## config.mk

```make
export PLATFORM = sky130hd
export DESIGN_NAME = pwm_gen
export DESIGN_NICKNAME = d
export VERILOG_FILES = /design/src/rtl/pwm_gen.sv
export SDC_FILE = /design/constraint.sdc
export NUM_CORES = 1
export LEC_CHECK = 0
export ABC_AREA = 1
export BUFFER_PORTS_ARGS = -buffer_cell sky130_fd_sc_hd__buf_2
export CAP_MARGIN = 0
export CORE_MARGIN = 2
export CORE_UTILIZATION = 50
export DETAILED_ROUTE_END_ITERATION = 10
export PLACE_DENSITY = 0.75
export SETUP_SLACK_MARGIN = 0.15
export SLEW_MARGIN = 10
export SYNTH_ARGS = -nofsm -noshare
export SYNTH_HDL_FRONTEND = slang
export SYNTH_SLANG_ARGS = --single-unit
```

## constraint.sdc

```tcl
create_clock -name ck -period 1.45 [get_ports ck]
set_input_delay 0.145 -clock ck [delete_from_list [all_inputs] [get_ports ck]]
set_output_delay 0.145 -clock ck [all_outputs]
set_load 0.005 [all_outputs]
```

## src/rtl/pwm_gen.sv

```systemverilog
// pwm_gen: prescaled counter PWM with boundary-aligned duty/period shadow registers
module pwm_gen #(
    parameter int WIDTH   = 8,
    parameter int PRESC_W = 8
) (
    input  logic               ck,
    input  logic               rst,
    input  logic               en,
    input  logic [PRESC_W-1:0] presc,
    input  logic [WIDTH-1:0]   period,
    input  logic [WIDTH-1:0]   duty_in,
    input  logic               duty_ld,
    output logic               duty_ack,
    output logic               pwm_d,
    output logic [WIDTH-1:0]   cnt,
    output logic               period_end
);
    logic [PRESC_W-1:0] pcnt_q, pcnt_d;
    logic [WIDTH-1:0]   cnt_q, cnt_d;
    logic [WIDTH-1:0]   duty_sh_q, duty_sh_d;
    logic [WIDTH-1:0]   period_sh_q, period_sh_d;
    logic [WIDTH-1:0]   duty_pend_q, duty_pend_d;
    logic               pend_q, pend_d;
    logic               ack_q, ack_d;
    logic               pwm_lvl_q, pwm_lvl_d;
    logic               pe_q, pe_d;
    logic               tick, wrap, upd;

    // next state: disabled clocks act as shadow-update boundaries without counting
    always_comb begin
        tick        = en && (pcnt_q == presc);
        wrap        = tick && (cnt_q == period_sh_q);
        upd         = !en || wrap;
        pcnt_d      = (!en || tick) ? '0 : pcnt_q + 1'b1;
        cnt_d       = (!en || wrap) ? '0 : tick ? cnt_q + 1'b1 : cnt_q;
        period_sh_d = upd ? period : period_sh_q;
        duty_sh_d   = (upd && pend_q) ? duty_pend_q : duty_sh_q;
        ack_d       = upd && pend_q;
        pend_d      = duty_ld || (pend_q && !upd);
        duty_pend_d = duty_ld ? duty_in : duty_pend_q;
        pwm_lvl_d   = en && (cnt_q < duty_sh_q);
        pe_d        = wrap;
    end

    // state registers with synchronous reset
    always_ff @(posedge ck) begin
        if (rst) begin
            pcnt_q      <= '0;
            cnt_q       <= '0;
            duty_sh_q   <= '0;
            period_sh_q <= '1;
            duty_pend_q <= '0;
            pend_q      <= 1'b0;
            ack_q       <= 1'b0;
            pwm_lvl_q   <= 1'b0;
            pe_q        <= 1'b0;
        end else begin
            pcnt_q      <= pcnt_d;
            cnt_q       <= cnt_d;
            duty_sh_q   <= duty_sh_d;
            period_sh_q <= period_sh_d;
            duty_pend_q <= duty_pend_d;
            pend_q      <= pend_d;
            ack_q       <= ack_d;
            pwm_lvl_q   <= pwm_lvl_d;
            pe_q        <= pe_d;
        end
    end

    assign duty_ack   = ack_q;
    assign pwm_d      = pwm_lvl_q;
    assign cnt        = cnt_q;
    assign period_end = pe_q;
endmodule

```

==> results.txt, run 1 <==
syn_nets -> 331
power per cell area -> 843 nW/um^2
fill count -> 354
violations in the final reports -> setup timing
routed wire length -> 5.12 mm
Fin Clk Skew -> 7.01 ps
worst setup slack after layout -> -129 ps
Final GP Congestion -> 0.836
FF+latch area -> 908 sq um
final non-filler cell total -> 413
Final setup violation count -> 26
Final Hold Viols -> 0
Nets -> 397
Ports -> 39
via count -> 2,062
total CTS buffers -> 5
clk sinks -> 44
Arrival @ worst endpoint -> 1770 ps
worst-case vdd ir drop -> 0.000552 V
Row Count -> 24
register bit count reported by yosys -> 44
full die area -> 5000 sq um
final-report max-slew violation count -> 0
critical path class -> reg2reg
min cycle time layout -> 1580 ps
final core utilization -> 69.9%
switching power as a share of total power -> 24.2%
maximum number of pins on one net before global-route repair -> 18
reported leakage power -> 1.38 nW
count of distinct cell types in the synthesized netlist -> 33
wire length of the first global-routing pass -> 8.02 mm
proportion of power drawn by combinational gates -> 12.9%
GR Util met2 -> 32.3%
netlist area before placement -> 2220 sq um
hold buffer count at cts -> 0
top achievable clock speed -> 0.633 GHz
Placed Cells -> 396
Max-slew headroom -> 69.9%
fin crit share -> 109%
Main synth FF type -> dfxtp_1
Post-Syn Area per Cell -> 7.56 sq um
DRC errors left -> 0
Critical Path RT -> 1640 ps
initial cell density of the core -> 51.4%
total core area -> 4320 sq um
kind of capture point of the worst setup path -> register
most frequent standard cell in the layout excluding fill and tap cells -> nand2_1
number of antenna repair diodes -> 0
Remaining Overflow, GRT -> 0
number of violations of the max-capacitance limit -> 0
vias in the first global route -> 1,818
peak fanout along the critical path -> 5
Seq pwr share -> 50.8%
number of instances in the synthesized netlist -> 294
number of vias per cell after detailed routing -> 4.99
count of flip-flops with a built-in enable after synthesis -> 0
average routed wire per standard cell -> 12.4 um
synthesis-to-finish area growth -> 36.0%
internal power -> 1.93 mW
Final Hold Slack -> 46.5 ps
maximum level of the CTS H-tree -> 2
initial DRC count -> 173
port buffer count -> 38
worst-case clock buffer depth -> 2
async set-reset flop share out of synthesis -> 0%
clock tree from TritonCTS -> yes
most frequent cells in the layout -> nand2_1, buf_2, inv_1, dfxtp_1, nor2_1
latest clock arrival within the worst-skew pair -> 300 ps
outcome -> finished, violations left
initial antenna violation count -> 0
class of the most critical hold timing path -> in2reg
unrepaired setup endpoints after global routing -> yes
Worst Max-Slew Pin Slew -> 451 ps
crit path launch type -> register
P_sw -> 0.617 mW
height of the chip -> 70.7 um
global route hottest layer -> met2
detailed placement HPWL -> 3.45 mm
fraction of final layout cells with drive strength greater than 1 -> 39.3%
multi-input gate area in the final layout -> 1260 sq um
Ys Warns -> 0
routing usage on met3 -> 5.70%
number of antenna-violating nets in the routed design -> 0
met1 Usage GRT -> 24.8%
sequential fraction of the synthesis area -> 39.6%
total global routing track utilization -> 19.8%
width of the die -> 70.7 um
Clock power frac -> 36.3%
First-pass DRT Iterations -> 4
clock slew at the register clock pins of the worst setup and hold paths -> 80 ps
Clock Root Buffer -> clkbuf_8
-- worst paths after layout --
check                              start                          end  slack [ps]  cells past startpoint
max                  cnt[2]$_SDFFE_PP0P_    duty_sh_q[4]$_SDFFE_PP0P_        -130                     10
min                            period[0]  period_sh_q[0]$_SDFFE_PP1P_          50                      3
max reg2reg          cnt[2]$_SDFFE_PP0P_    duty_sh_q[4]$_SDFFE_PP0P_        -130                     10
min reg2reg  duty_pend_q[1]$_SDFFE_PP0P_  duty_pend_q[1]$_SDFFE_PP0P_         460                      2
-- metrics by stage --
stage	setup TNS (ps)	setup slack, ps	total power, mW	area [sq um]
global placement	-103	-33.1	1.58	2600
floorplan	0	75.6	1.50	2250
CTS	-144	-27.6	2.52	2800
detailed placement	-304	-53.9	1.59	2600
finish	-2040	-129	2.55	3020
global route	-3840	-208	2.67	3020
-- per-layer routing --
metal	wire, um	part of all wire (%)
met1	2190	43
met2	2510	49
met3	301	5.9
met4	114	2.2
met5	0	0
-- cell type report --
class	instances	share of cell area, %
Multi-Input combinational cell	200	41.6
Clock buffer	6	2.40
Inverter	39	5.17
Sequential cell	44	30.0
Clock inverter	2	1.16
Tap cell	52	2.15
Timing Repair Buffer	70	17.5
-- timing repair --
action,4_1_cts,5_1_grt
setup buffers,2,5
resized for setup,21,39
pin swaps,17,28
endpoints found under the setup margin,36,36
gates cloned,0,2
-- state kept, by name (all words and copies together), names as in the netlist --
signal / cells
period_sh_q: 8
pend_q: 1
pwm_d: 1
duty_ack: 1
period_end: 1
duty_pend_q: 8
pcnt_q: 8
duty_sh_q: 8
cnt: 8
-- worst max-delay path, stage by stage, from the launching register on --
cell and delay, ps:
dfxtp_2 370, xnor2_2 110, nand2_1 80, nor2_2 160, nand2_2 90, o21ai_4 190, buf_12 160, clkbuf_16 140
nand3_2 50, nand2_1 80, nor2_1 40
-- power groups by stage --
stage | clock, mW | combinational, mW | sequential (mW)
CTS | 0.950 | 0.282 | 1.29
floorplan | 0 | 0.192 | 1.31
detailed placement | 0 | 0.269 | 1.32
global placement | 0 | 0.261 | 1.32
global route | 1.00 | 0.364 | 1.30
finish | 0.925 | 0.329 | 1.29
-- synthesized netlist by cell type, types with 2 or more instances --
cell,count,area (sq um)
nand2_1,62,233
dfxtp_1,44,881
inv_1,37,139
nor2_1,27,101
a21oi_1,22,110
nand3_1,22,110
xnor2_1,16,140
o21ai_0,10,50.1
ha_1,9,113
xor2_1,6,52.6
buf_6,4,45.0
nand4_1,4,25.0
nor2_2,4,25.0
o211ai_1,4,30.0
clkbuf_1,3,11.3
buf_2,2,10.0
nor3_1,2,10.0
-- kinds of logic (layout without fill, tap and decap cells) --
kind of cell               count (synthesis)  in the layout  share of synthesized area [%]
AOI/OAI and AO/OA                         43             43                           11.2
xor gates and xnor gates                  22             22                           8.67
adders and majority gates                  9              9                           5.06
buffers and inverters                     50            117                           10.9
DFF                                       44             44                           39.6
and+or+nand+nor                          126            126                           24.6
Power figures use the tool's default switching activity.
==> run 2: changes to the inputs <==
--- a/config.mk
+++ b/config.mk
@@ -6,12 +6,14 @@
 export NUM_CORES = 1
 export LEC_CHECK = 0
 export ABC_AREA = 1
+export ABC_CLOCK_PERIOD_IN_PS = 2000
 export BUFFER_PORTS_ARGS = -buffer_cell sky130_fd_sc_hd__buf_2
 export CAP_MARGIN = 0
 export CORE_MARGIN = 2
-export CORE_UTILIZATION = 50
+export CORE_UTILIZATION = 59
+export CTS_CLUSTER_SIZE = 10
 export DETAILED_ROUTE_END_ITERATION = 10
-export PLACE_DENSITY = 0.75
+export PLACE_DENSITY = 0.83
 export SETUP_SLACK_MARGIN = 0.15
 export SLEW_MARGIN = 10
 export SYNTH_ARGS = -nofsm -noshare
==> constraint.sdc (replaced) <==
create_clock -name ck -period 2 [get_ports ck]
set_input_delay 0.2 -clock ck [delete_from_list [all_inputs] [get_ports ck]]
set_output_delay 0.2 -clock ck [all_outputs]
set_load 0.005 [all_outputs]
==> run 2 against run 1 <==
  * The run now ends clean
  * Critical path depth unchanged
  * Count of clock-buffer cells in the layout is 1 lower
  * Cell area fell by 15%
  * Non-clock buffer count fell by 24
  * Core utilization up 0.75 points
  * Clock skew rose by 2.5 ps
  * First-iteration DRC count down 60%
  * Sequential share of layout area grew 4.3 points
  * Register-to-register slack improved by 460 ps
==> results.txt, run 2 (same netlist as run 1, synthesis figures left out) <==
wire length of the first global-routing pass -> 7.30 mm (was 8.02 mm)
clock tree from TritonCTS -> yes (unchanged)
via count -> 1,904 (was 2,062)
top achievable clock speed -> 0.598 GHz (was 0.633 GHz)
number of vias per cell after detailed routing -> 4.95 (was 4.99)
class of the most critical hold timing path -> in2reg (unchanged)
average routed wire per standard cell -> 11.5 um (was 12.4 um)
most frequent cells in the layout -> nand2_1, dfxtp_1, buf_2, inv_1, nor2_1 (was nand2_1, buf_2, inv_1, dfxtp_1, nor2_1)
Placed Cells -> 377 (was 396)
Nets -> 373 (was 397)
initial DRC count -> 69 (was 173)
fraction of final layout cells with drive strength greater than 1 -> 19.9% (was 39.3%)
Remaining Overflow, GRT -> 0 (unchanged)
routed wire length -> 4.43 mm (was 5.12 mm)
Critical Path RT -> 2180 ps (was 1640 ps)
worst setup slack after layout -> 327 ps (was -129 ps)
minimum setup slack among reg-to-reg paths -> 330 ps (was -130 ps)
total global routing track utilization -> 22.4% (was 19.8%)
port buffer count -> 38 (unchanged)
Row Count -> 22 (was 24)
worst-case vdd ir drop -> 0.000491 V (was 0.000552 V)
number of cells on the worst reg-to-reg path -> 10 (unchanged)
Max-slew headroom -> 57.0% (was 69.9%)
Setup Total Neg Slack -> 0 ps (was -2040 ps)
hold buffer count at cts -> 0 (unchanged)
DRC errors left -> 0 (unchanged)
First-pass DRT Iterations -> 4 (unchanged)
fin crit share -> 83.6% (was 109%)
Ports -> 39 (unchanged)
width of the die -> 65.4 um (was 70.7 um)
initial cell density of the core -> 61.2% (was 51.4%)
full die area -> 4280 sq um (was 5000 sq um)
outcome -> complete, no violations (was finished, violations left)
Worst Max-Slew Pin Slew -> 643 ps (was 451 ps)
Final setup violation count -> 0 (was 26)
min cycle time layout -> 1670 ps (was 1580 ps)
kind of capture point of the worst setup path -> register (unchanged)
unrepaired setup endpoints after global routing -> no (was yes)
most frequent standard cell in the layout excluding fill and tap cells -> nand2_1 (unchanged)
pre-CTS setup slack -> 317 ps (was -53.9 ps)
Final GP Congestion -> 0.798 (was 0.836)
peak fanout along the critical path -> 20 (was 5)
total core area -> 3630 sq um (was 4320 sq um)
worst-case clock buffer depth -> 2 (unchanged)
Final Hold Viols -> 0 (unchanged)
final core utilization -> 70.7% (was 69.9%)
power per cell area -> 706 nW/um^2 (was 843 nW/um^2)
critical path class -> reg2reg (unchanged)
clk sinks -> 44 (unchanged)
Fin Clk Skew -> 9.48 ps (was 7.01 ps)
Arrival @ worst endpoint -> 1850 ps (was 1770 ps)
maximum level of the CTS H-tree -> 2 (unchanged)
number of violations of the max-capacitance limit -> 0 (unchanged)
clock slew at the register clock pins of the worst setup and hold paths -> 90 ps (was 80 ps)
latest clock arrival within the worst-skew pair -> 300 ps (about the same)
Clock Root Buffer -> clkbuf_8 (unchanged)
number of gates resized after cts -> 0 (was 21)
final non-filler cell total -> 385 (was 413)
number of antenna repair diodes -> 0 (unchanged)
number of stages on the worst hold path -> 3 (unchanged)
number of antenna-violating nets in the routed design -> 0 (unchanged)
crit path launch type -> register (unchanged)
height of the chip -> 65.4 um (was 70.7 um)
detailed placement HPWL -> 3.19 mm (was 3.45 mm)
initial antenna violation count -> 0 (unchanged)
vias in the first global route -> 1,680 (was 1,818)
synthesis-to-finish area growth -> 15.5% (was 36.0%)
fill count -> 311 (was 354)
reported leakage power -> 1.18 nW (was 1.38 nW)
maximum number of pins on one net before global-route repair -> 21 (was 18)
Post-CTS Setup Bufs -> 0 (was 2)
final-report max-slew violation count -> 0 (unchanged)
total CTS buffers -> 5 (unchanged)
Final Hold Slack -> 100 ps (was 46.5 ps)
[run 2: cell count changes in the layout (fill, tap and decap cells not counted), sizes merged]
cell	change
inv	+1
clkbuf	-3
buf	-22
[run 2: stage by stage]
step	power, mW	instance area (sq um)
final	1.81	2570
after global routing	1.88	2570
after CTS	1.82	2560
after detailed placement	1.13	2450
after global placement	1.13	2450
after floorplan	1.09	2220
[run 2: critical path, cell delays in order, from the launching register on]
cell and delay (ps):
dfxtp_1 470, nand2_1 80, nand2_1 70, nand2_1 60, nor2_2 150, nand2_1 120
o21ai_4 180, buf_6 210, nor2_4 60, nand2_1 80, o21ai_1 70
[run 2: per-layer routing]
metal | track usage, % | wire length [um] | vias up
met3 | 4.97 | 207 | 9
met2 | 37.8 | 2160 | 50
met4 | 9.38 | 80 | 0
met5 | 0 | 0 | -
met1 | 27.6 | 1980 | 829
li1 | - | - | 1016
[run 2: where the power goes]
group | switching [mW] | leakage (nW) | total (mW) | internal, mW
Clock | 0.318 | 0.0583 | 0.694 | 0.376
Sequential | 0.0251 | 0.361 | 0.939 | 0.914
Combinational | 0.0987 | 0.764 | 0.179 | 0.0799
Total | 0.441 | 1.18 | 1.81 | 1.37
[run 2: final cells by class]
cell class / instances / area [sq um] / share of cell area [%]
sequential: 44 / 882 / 34.4
tap: 48 / 60.1 / 2.34
inverter: 39 / 154 / 5.99
clock inverter: 3 / 47.5 / 1.85
timing repair buffer: 46 / 254 / 9.89
multi-input combinational: 200 / 1100 / 42.9
clock buffer: 5 / 68.8 / 2.68
[run 2: final timing paths]
check | end | from
worst max-delay path | pend_q$_SDFF_PP0_ | cnt[6]$_SDFFE_PP0P_
worst min-delay path | period_sh_q[4]$_SDFFE_PP1P_ | period[4]
worst max register to register | pend_q$_SDFF_PP0_ | cnt[6]$_SDFFE_PP0P_
worst min register to register | duty_pend_q[0]$_SDFFE_PP0P_ | duty_pend_q[0]$_SDFFE_PP0P_
==> run 3: changes to the inputs <==
--- a/config.mk
+++ b/config.mk
@@ -6,14 +6,14 @@
 export NUM_CORES = 1
 export LEC_CHECK = 0
 export ABC_AREA = 1
-export ABC_CLOCK_PERIOD_IN_PS = 2000
+export ABC_CLOCK_PERIOD_IN_PS = 1500
 export BUFFER_PORTS_ARGS = -buffer_cell sky130_fd_sc_hd__buf_2
 export CAP_MARGIN = 0
 export CORE_MARGIN = 2
-export CORE_UTILIZATION = 59
+export CORE_UTILIZATION = 50
 export CTS_CLUSTER_SIZE = 10
 export DETAILED_ROUTE_END_ITERATION = 10
-export PLACE_DENSITY = 0.83
+export PLACE_DENSITY = 0.75
 export SETUP_SLACK_MARGIN = 0.15
 export SLEW_MARGIN = 10
 export SYNTH_ARGS = -nofsm -noshare
==> constraint.sdc (replaced) <==
create_clock -name ck -period 1.5 [get_ports ck]
set_input_delay 0.15 -clock ck [delete_from_list [all_inputs] [get_ports ck]]
set_output_delay 0.15 -clock ck [all_outputs]
set_load 0.005 [all_outputs]
==> run 3 against run 2 <==
  * Highest routed layer unchanged
  * Maximum frequency grew 6.0%
  * Cell area up 18%
  * Clock skew about the same
  * Combinational power grew 82%
  * Wire length grew 18%
  * Clock power increased by 33%
  * Critical endpoint unchanged
  * Cell count increased by 6.2%
  * The run now ends with setup timing left
  * Sequential share of layout area shrank 4.3 points
==> results.txt, run 3 (same netlist as run 1, synthesis figures left out) <==
synthesis-to-finish area growth -> 36.0% (was 15.5%)
worst-case vdd ir drop -> 0.000591 V (was 0.000491 V)
number of cells on the worst reg-to-reg path -> 12 (was 10)
Crit Reg-Reg Endpoint -> pend_q$_SDFF_PP0_ (unchanged)
Arrival @ worst endpoint -> 1760 ps (was 1850 ps)
minimum setup slack among reg-to-reg paths -> -80 ps (was 330 ps)
clock tree from TritonCTS -> yes (unchanged)
met1 Usage GRT -> 24.7% (was 27.6%)
Max-slew headroom -> 64.0% (was 57.0%)
initial DRC count -> 99 (was 69)
class of the most critical hold timing path -> in2reg (unchanged)
GR Util met2 -> 34.0% (was 37.8%)
DRC errors left -> 0 (unchanged)
outcome -> finished, violations left (was complete, no violations)
Crit path largest cell delay -> 320 ps (was 470 ps)
cell with the most instances on the worst path -> nand2_2 (was nand2_1)
startpoint of the worst register-to-register path -> period_sh_q[1]$_SDFFE_PP1P_ (was cnt[6]$_SDFFE_PP0P_)
crit path launch type -> register (unchanged)
global route hottest layer -> met2 (unchanged)
Final GP Congestion -> 0.832 (was 0.798)
critical hold path startpoint -> period[0] (was period[4])
cell-by-cell trace of the critical path -> inv_1, nand2_1, nand2_2, nand2_2, nor2_4, nand2_2, o21ai_4, buf_6, buf_12, nor2_4, nand2_1, o21ai_1 (was nand2_1, nand2_1, nand2_1, nor2_2, nand2_1, o21ai_4, buf_6, nor2_4, nand2_1, o21ai_1)
Fin Clk Skew -> 9.11 ps (was 9.48 ps)
Final Hold Viols -> 0 (unchanged)
Clock Root Buffer -> clkbuf_8 (unchanged)
maximum level of the CTS H-tree -> 2 (unchanged)
clk sinks -> 44 (unchanged)
via count -> 2,067 (was 1,904)
number of antenna-violating nets in the routed design -> 0 (unchanged)
routing usage on met3 -> 4.99% (was 4.97%)
hold worst-path end -> period_sh_q[0]$_SDFFE_PP1P_ (was period_sh_q[4]$_SDFFE_PP1P_)
Ports -> 39 (unchanged)
peak fanout along the critical path -> 5 (was 20)
slowest stage cell on the critical path -> dfxtp_1 (unchanged)
unrepaired setup endpoints after global routing -> yes (was no)
Worst Max-Slew Pin Slew -> 539 ps (was 643 ps)
Final setup violation count -> 19 (was 0)
reported leakage power -> 1.36 nW (was 1.18 nW)
initial cell density of the core -> 51.4% (was 61.2%)
number of vias per cell after detailed routing -> 5.05 (was 4.95)
Nets -> 393 (was 373)
total core area -> 4320 sq um (was 3630 sq um)
most frequent cells in the layout -> nand2_1, buf_2, inv_1, dfxtp_1, a21oi_1 (was nand2_1, dfxtp_1, buf_2, inv_1, nor2_1)
latest clock arrival within the worst-skew pair -> 300 ps (about the same)
worst setup slack after layout -> -78.1 ps (was 327 ps)
First-pass DRT Iterations -> 4 (unchanged)
most frequent standard cell in the layout excluding fill and tap cells -> nand2_1 (unchanged)
final-report max-slew violation count -> 0 (unchanged)
detailed placement HPWL -> 3.35 mm (was 3.19 mm)
port buffer count -> 38 (unchanged)
total cell area at the placement stage -> 2570 sq um (was 2450 sq um)
fin crit share -> 105% (was 83.6%)
critical path class -> reg2reg (unchanged)
initial antenna violation count -> 0 (unchanged)
clock slew at the register clock pins of the worst setup and hold paths -> 90 ps (about the same)
number of stages on the worst hold path -> 3 (unchanged)
average routed wire per standard cell -> 12.8 um (was 11.5 um)
Critical Path RT -> 1680 ps (was 2180 ps)
violations in the final reports -> setup timing
total CTS buffers -> 5 (unchanged)
area of all placed cells without fillers -> 3020 sq um (was 2570 sq um)
maximum number of pins on one net before global-route repair -> 18 (was 21)
power per cell area -> 826 nW/um^2 (was 706 nW/um^2)
Setup Total Neg Slack -> -1010 ps (was 0 ps)
Remaining Overflow, GRT -> 0 (unchanged)
vias in the first global route -> 1,846 (was 1,680)
Final Hold Slack -> 50.5 ps (was 100 ps)
routed wire length -> 5.25 mm (was 4.43 mm)
number of antenna repair diodes -> 0 (unchanged)
full die area -> 5000 sq um (was 4280 sq um)
fraction of final layout cells with drive strength greater than 1 -> 40.6% (was 19.9%)
min cycle time layout -> 1580 ps (was 1670 ps)
height of the chip -> 70.7 um (was 65.4 um)
number of violations of the max-capacitance limit -> 0 (unchanged)
worst-case clock buffer depth -> 2 (unchanged)
total global routing track utilization -> 19.8% (was 22.4%)
wire length of the first global-routing pass -> 8.00 mm (was 7.30 mm)
Row Count -> 24 (was 22)
top achievable clock speed -> 0.634 GHz (was 0.598 GHz)
kind of capture point of the worst setup path -> register (unchanged)
width of the die -> 70.7 um (was 65.4 um)
[run 3: changes by cell type in the layout (fill, tap and decap cells not counted), sizes merged]
cell,previous run,this run
buf,46,64
clkinvlp,0,1
clkbuf,5,7
inv,38,37
[run 3: per-stage QoR]
stage	setup WS [ps]	std cells	total power, mW	util [%]
3_5_place_dp	-22.2	392	1.53	59.4
6_report	-78.1	409	2.50	69.9
4_1_cts	39.9	404	2.44	64.1
3_3_place_gp	-9.01	392	1.52	59.4
5_1_grt	-155	409	2.60	69.9
2_1_floorplan	126	294	1.45	-
[run 3: critical path: cells and delay by family, from the launching register on]
family                 cells  cell delay (ps)
AND/OR/NAND/NOR            7              520
flip-flops                 1              320
buffers and inverters      3              350
AO/OA/AOI/OAI              2              250
[run 3: final cells by class]
class                           count  area [sq um]
Fill cell                         317          1300
Inverter                           39           156
Sequential cell                    44           908
Timing Repair Buffer               66           478
Multi-Input combinational cell    200          1300
Tap cell                           52          65.1
Clock buffer                        5          68.8
Clock inverter                      3          42.5
[run 3: what timing repair did]
action	in CTS	in global routing
endpoints found under the hold margin	0	0
setup endpoints to repair	36	32
buffers inserted	4	3
pin swaps	17	28
gates resized for setup	20	45
gates cloned	0	2
hold buffers	0	0
[run 3: how the worst max path moves through the flow]
stage / slack (ps) / from / endpoint / depth (start not counted)
floorplan: 130 / cnt[2]$_SDFFE_PP0P_ / cnt[0]$_SDFFE_PP0P_ / 10
global placement: -9 / pcnt_q[5]$_SDFF_PP0_ / period_sh_q[4]$_SDFFE_PP1P_ / 9
detailed placement: -20 / pcnt_q[5]$_SDFF_PP0_ / period_sh_q[2]$_SDFFE_PP1P_ / 9
CTS: 40 / pcnt_q[7]$_SDFF_PP0_ / period_sh_q[2]$_SDFFE_PP1P_ / 9
global route: -160 / period_sh_q[1]$_SDFFE_PP1P_ / pend_q$_SDFF_PP0_ / 12
finish: -80 / period_sh_q[1]$_SDFFE_PP1P_ / pend_q$_SDFF_PP0_ / 12
[run 3: report_power, final]
part	total, mW	internal (mW)	leakage (nW)	switching [mW]
Sequential	1.25	1.22	0.368	0.0321
Clock	0.920	0.493	0.0541	0.427
Combinational	0.325	0.152	0.937	0.174
Total	2.50	1.86	1.36	0.633
[run 3: routing by layer]
metal	wire length, um	vias to the layer above
li1	-	1059
met2	2630	45
met1	2330	955
met5	0	-
met3	237	8
met4	53	0
